## src/rtl/lii_pkg.sv

```systemverilog
// Shared LII definitions: ID width, default packing width, header layout and the
// destination-match helper used by the receive filter.
package lii_pkg;

   localparam int LII_ID_W       = 8;
   localparam int LII_PW_DEFAULT = 64;

   typedef struct packed {
      logic [LII_ID_W-1:0] src;
      logic [LII_ID_W-1:0] dst;
   } lii_hdr_t;

   function automatic logic lii_id_match(input logic [LII_ID_W-1:0] dst,
                                         input logic [LII_ID_W-1:0] id);
      return dst == id;
   endfunction

endpackage

```

## src/rtl/lii_sync_fifo.sv

```systemverilog
// First-word-fall-through synchronous FIFO: registered storage, combinational read at rd_ptr.
// Full/empty come from the level counter so the pointers can wrap naturally.
module lii_sync_fifo #(
   parameter int W     = 80,
   parameter int DEPTH = 8
) (
   input  logic                   clk_i,
   input  logic                   rst_i,
   input  logic                   wr_en_i,
   input  logic [W-1:0]           wr_data_i,
   input  logic                   rd_en_i,
   output logic [W-1:0]           rd_data_o,
   output logic [$clog2(DEPTH):0] level_o,
   output logic                   full_o,
   output logic                   empty_o
);

   localparam int AW = $clog2(DEPTH);
   localparam int LW = AW + 1;

   logic [W-1:0]  mem_q [DEPTH];
   logic [AW-1:0] wr_ptr_q, wr_ptr_d;
   logic [AW-1:0] rd_ptr_q, rd_ptr_d;
   logic [LW-1:0] level_q, level_d;
   logic          push, pop;

   assign full_o    = (level_q == LW'(DEPTH));
   assign empty_o   = (level_q == '0);
   assign push      = wr_en_i && !full_o;
   assign pop       = rd_en_i && !empty_o;
   assign rd_data_o = mem_q[rd_ptr_q];
   assign level_o   = level_q;

   always_comb begin
      wr_ptr_d = wr_ptr_q;
      rd_ptr_d = rd_ptr_q;
      level_d  = level_q;
      if (push) wr_ptr_d = wr_ptr_q + AW'(1);
      if (pop)  rd_ptr_d = rd_ptr_q + AW'(1);
      case ({push, pop})
         2'b10:   level_d = level_q + LW'(1);
         2'b01:   level_d = level_q - LW'(1);
         default: level_d = level_q;
      endcase
   end

   always_ff @(posedge clk_i or posedge rst_i) begin
      if (rst_i) begin
         wr_ptr_q <= '0;
         rd_ptr_q <= '0;
         level_q  <= '0;
      end else begin
         wr_ptr_q <= wr_ptr_d;
         rd_ptr_q <= rd_ptr_d;
         level_q  <= level_d;
      end
   end

   // Storage carries no reset; contents are meaningless until written.
   always_ff @(posedge clk_i) begin
      if (push) mem_q[wr_ptr_q] <= wr_data_i;
   end

endmodule

```

## src/rtl/lii_rx_filter_fifo.sv

```systemverilog
// LII receive stage: keeps beats addressed to LOCAL_ID, buffers them in an FWFT FIFO
// and counts discarded beats with a saturating 16-bit counter.
module lii_rx_filter_fifo
   import lii_pkg::*;
#(
   parameter int                  PW            = LII_PW_DEFAULT,
   parameter int                  DEPTH         = 8,
   parameter logic [LII_ID_W-1:0] LOCAL_ID      = 8'h00,
   parameter bit                  DROP_MISMATCH = 1'b1
) (
   input  logic                   aclk,
   input  logic                   arst,
   input  logic [PW-1:0]          s_tdata,
   input  logic                   s_tvalid,
   output logic                   s_tready,
   input  logic [LII_ID_W-1:0]    s_src,
   input  logic [LII_ID_W-1:0]    s_dst,
   output logic [PW-1:0]          m_tdata,
   output logic                   m_tvalid,
   input  logic                   m_tready,
   output logic [LII_ID_W-1:0]    m_src,
   output logic [LII_ID_W-1:0]    m_dst,
   output logic [$clog2(DEPTH):0] level,
   output logic [15:0]            drop_cnt
);

   localparam int W = PW + 2*LII_ID_W;

   lii_hdr_t      wr_hdr, rd_hdr;
   logic [W-1:0]  wr_data, rd_data;
   logic          fifo_full, fifo_empty;
   logic          accept, keep, push, drop;
   logic [15:0]   drop_cnt_q, drop_cnt_d;

   // Ready ignores dst on purpose: a full FIFO stalls mismatched beats too.
   assign s_tready = !arst && !fifo_full;
   assign accept   = s_tvalid && s_tready;
   assign keep     = !DROP_MISMATCH || lii_id_match(s_dst, LOCAL_ID);
   assign push     = accept && keep;
   assign drop     = accept && !keep;

   assign wr_hdr   = '{src: s_src, dst: s_dst};
   assign wr_data  = {wr_hdr, s_tdata};
   assign {rd_hdr, m_tdata} = rd_data;
   assign m_src    = rd_hdr.src;
   assign m_dst    = rd_hdr.dst;
   assign m_tvalid = !fifo_empty;
   assign drop_cnt = drop_cnt_q;

   always_comb begin
      drop_cnt_d = drop_cnt_q;
      if (drop && (drop_cnt_q != 16'hFFFF)) drop_cnt_d = drop_cnt_q + 16'd1;
   end

   always_ff @(posedge aclk or posedge arst) begin
      if (arst) drop_cnt_q <= '0;
      else      drop_cnt_q <= drop_cnt_d;
   end

   lii_sync_fifo #(
      .W     (W),
      .DEPTH (DEPTH)
   ) u_fifo (
      .clk_i     (aclk),
      .rst_i     (arst),
      .wr_en_i   (push),
      .wr_data_i (wr_data),
      .rd_en_i   (m_tready),
      .rd_data_o (rd_data),
      .level_o   (level),
      .full_o    (fifo_full),
      .empty_o   (fifo_empty)
   );

endmodule

```

## config.mk

```make
export PLATFORM = sky130hd
export DESIGN_NAME = lii_rx_filter_fifo
export DESIGN_NICKNAME = d
export VERILOG_FILES = /design/src/rtl/lii_pkg.sv /design/src/rtl/lii_sync_fifo.sv /design/src/rtl/lii_rx_filter_fifo.sv
export SDC_FILE = /design/constraint.sdc
export NUM_CORES = 1
export LEC_CHECK = 0
export BUFFER_PORTS_ARGS = -buffer_cell sky130_fd_sc_hd__buf_4
export CORE_ASPECT_RATIO = 1.25
export CORE_MARGIN = 2
export CORE_UTILIZATION = 40
export CTS_CLUSTER_DIAMETER = 40
export DETAILED_ROUTE_END_ITERATION = 10
export PLACE_DENSITY = 0.6
export SYNTH_ARGS = -nofsm -noshare
export SYNTH_HDL_FRONTEND = slang
export SYNTH_SLANG_ARGS = --single-unit
export TNS_END_PERCENT = 100
```

## constraint.sdc

```tcl
create_clock -name aclk -period 9.2 [get_ports aclk]
set_clock_uncertainty 0.1 [all_clocks]
set_input_delay 0.46 -clock aclk [delete_from_list [all_inputs] [get_ports aclk]]
set_output_delay 0.46 -clock aclk [all_outputs]
set_load 0.005 [all_outputs]
```

==> flow_summary_export.csv <==
group,metric,value,unit
global_route,globalRouteTotalUtil,0.158,
worst_setup_path,rr_worst_depth,7,
sta,fin_crit_sh,0.464,
logic_synthesis,yosysUniqueCellTypes,36,
route,drtIter0Drc,858,
layout,multiInputGateArea,5260,um2
worst_setup_path,cp_data_arrival_time,3710,ps
logic_synthesis,synth_fp_nets,1143,
logic_synthesis,synthAdderAreaFrac,0.00375,
sta,finalHoldViolCount,0,
worst_setup_path,crit_path_start_kind,"flop",
run_status,outcome,"finished clean",
layout,fillerInstances,5157,
route,ant_nets,0,
sta,slew_violations,0,
logic_synthesis,synth_ff_type,"edfxtp_1",
sta,worst_slack,4930,ps
power,clkPwrFrac,0.359,
job,cap_violations,0,
route,first_pass_iters,5,
power,share_comb_of_total_power,0.241,
cts,clk-insertion-delay-late,600,ps
sta,fin_crit,4270,ps
power,switching_share,0.262,
cts,postCtsSetupRepairBufs,0,
global_route,grt_max_degree,63,
logic_synthesis,synth_area,25400,um2
logic_synthesis,synthMuxAreaShare,0.179,
logic_synthesis,synth_edf_count,640,
power,power_density,283,nW/um2
route,vias,11700,
power,p_leak,10.4,nW
logic_synthesis,syn_area_per_cell,24.1,um2
worst_setup_path,critPathMaxFanout,46,
route,wl_per_cell,22.3,um
sta,clock.fmax,0.234,GHz
layout,drive_above_1_share,0.419,
logic_synthesis,yosysSeqAreaShare,0.784,
logic_synthesis,synth_simple_gate_area_frac,0.0131,
global_route,grt_pass1_vias,12800,
placement,routabilityCongestion,0.713,
cts,clockRootBuffer,"clkbuf_16",
sta,grt_setup_unrepaired,"no",
sta,tightest_slew,1020,ps
logic_synthesis,synth-compound-area-share,0.00148,
layout,num-nets-final,1465,
cts,cts_buffer_depth,3,
logic_synthesis,synth_xor_area_frac,0.00794,
power,power.internal,6.56,mW
worst_setup_path,required,8640,ps
layout,finalNonFillerCells,2282,
sta,slew_headroom,0.319,
floorplan,core_area,62900,um2
worst_setup_path,reg2reg_from,"u_fifo.level_o[0]",
logic_synthesis,ys_ff_latch,666,
cts,ctsResizeCount,0,
worst_setup_path,regToRegEndpoint,"u_fifo.mem_q[6][65]",
power,ir_drop,0.000223,V
floorplan,io_pins,186,
logic_synthesis,synth_top_family_by_area,"multiplexers",
placement,dpl.cell_count,2050,
logic_synthesis,synth_warnings,0,
cts,htreeDepth,3,
sta,setup_tns,0,ps
placement,pre_cts_ws,5170,ps
global_route,overflow,0,
floorplan,dieArea,65400,um2
placement,hpwl,27500,um
cts,clock-sinks,666,
route,detail_route.wirelength,51000,um
logic_synthesis,synth_cells,1052,
floorplan,initial_core_util,0.403,
power,power.net_switching,2.33,mW
cts,clk_pin_slew,60,ps
worst_setup_path,end_kind,"output pin",
global_route,antenna_found_initial,2,
floorplan,dieWidth,229,um
global_route,grt_pass1_wl,77200,um
placement,portBuffers,185,
floorplan,die-height,286,um
worst_setup_path,critical_path_class,"flop to output pin",
route,via_per_inst,5.12,
power,pwr-share-seq,0.400,
route,drc,0,
sta,setup_viol,0,
layout,seq_area,19900,um2
floorplan,std_cell_rows,103,
power,finalPower,8.89,mW
layout,area_growth,23.6,%
worst_setup_path,r2r_setup_slack,5610,ps
logic_synthesis,async_reset_ff_frac,0.0390,
worst_hold_path,hp-class,"input port to async pin",
cts,cts_tree,"done",
cts,numCtsBuffers,83,
==> cell type report <==
cell class | instances | area share
Tap cell | 840 | 0.0335
Sequential cell | 666 | 0.634
Timing Repair Buffer | 286 | 0.0748
Clock buffer | 93 | 0.0688
Multi-Input combinational cell | 329 | 0.168
Antenna cell | 2 | 0.000160
Inverter | 8 | 0.000958
Clock inverter | 58 | 0.0199
==> worst max-delay path by stage <==
stage | slack [ps] | startpoint | endpoint
after floorplan | 1290 | s_dst[1] | u_fifo.mem_q[6][0]
after detailed placement | 5170 | s_dst[1] | u_fifo.mem_q[6][62]
after CTS | 4790 | u_fifo.rd_ptr_q[0] | m_tdata[37]
after global placement | 5210 | s_dst[1] | u_fifo.mem_q[6][42]
after global routing | 4620 | u_fifo.rd_ptr_q[0] | m_dst[6]
final | 4930 | u_fifo.rd_ptr_q[0] | m_dst[6]
==> flip-flops by register name (all words and copies together), names as in the netlist <==
name / flops
u_fifo.mem_q: 640
drop_cnt: 16
u_fifo.level_o: 4
u_fifo.rd_ptr_q: 3
u_fifo.wr_ptr_q: 3
==> logic make-up after synthesis <==
logic type	count (synthesis)
xor gates and xnor gates	23
DFF	666
AOI/OAI and AO/OA	6
adders and majority gates	7
buffers and inverters	57
muxes	244
and+or+nand+nor	49
==> Yosys cell counts (all sizes together), types with 2 or more instances <==
library cell  number  area, um2
nor2               5       18.8
nand2             11       41.3
nor3b              5       58.8
dfrtp             26        651
clkbuf            16       60.1
xor2               4       35.0
nor3               4       20.0
mux2              83        935
ha                 6       75.1
mux4             160       3600
xnor2             19        166
nand3              6       40.0
a21oi              3       15.0
inv                8       30.0
buf               33        186
nand4              8       71.3
and3               2       12.5
edfxtp           640      19200
nor4               2       12.5
and4               3       26.3
==> power by group through the flow <==
stage	registers [mW]	clock network, mW	logic (mW)
CTS	3.56	3.27	2.21
floorplan	3.45	0	1.45
global route	3.57	3.39	2.32
detailed placement	3.62	0	2.17
global placement	3.62	0	2.16
finish	3.55	3.19	2.14
==> cells in the final DEF (no fill, tap or decap), types with 4 or more instances in the layout <==
cell           synthesis  final
clkinvlp_4             0      4
nand2_1               11     11
inv_6                  0     11
inv_8                  0      4
bufinv_16              0      7
clkinv_8               0      6
buf_4                  9    207
inv_1                  8      8
clkinv_4               0      7
clkinv_1               0     10
ha_1                   6      6
clkbuf_1              16      8
edfxtp_1             640    640
xor2_1                 4      4
clkbuf_16              0     85
xnor2_1               19     19
mux4_2               160    160
dlygate4sd3_1          0     79
clkinv_2               0      9
nand3_1                4      4
nand4_1                6      6
dfrtp_1               26     23
mux2_2                83     83
==> per-layer routing <==
metal	vias to the layer above	wire, um	global-route usage	part of all wire
met5	-	0	0	0
met4	0	1160	0.0513	0.023
met3	78	2650	0.0337	0.052
met2	303	25900	0.266	0.51
met1	6185	21300	0.205	0.42
li1	5122	-	-	-
==> critical path: stages, from the launching register on <==
cell and delay (ps):
dfrtp_4 1070, buf_4 860, mux4_2 590, mux2_2 340
buf_4 160
==> stage by stage <==
stage                util  cell area, um2  hold WS, ps
floorplan               -           25400          359
finish              0.499           31400         24.5
detailed placement  0.442           27800          390
global placement    0.442           27800          387
global route        0.498           31400         4.20
CTS                 0.498           31300         1.22
==> repair_timing <==
action | CTS | global route
hold endpoints to repair | 632 | 0
hold buffers | 79 | 0
endpoints found under the setup margin | 0 | 0
No activity file was read; power rests on OpenSTA's default activity.
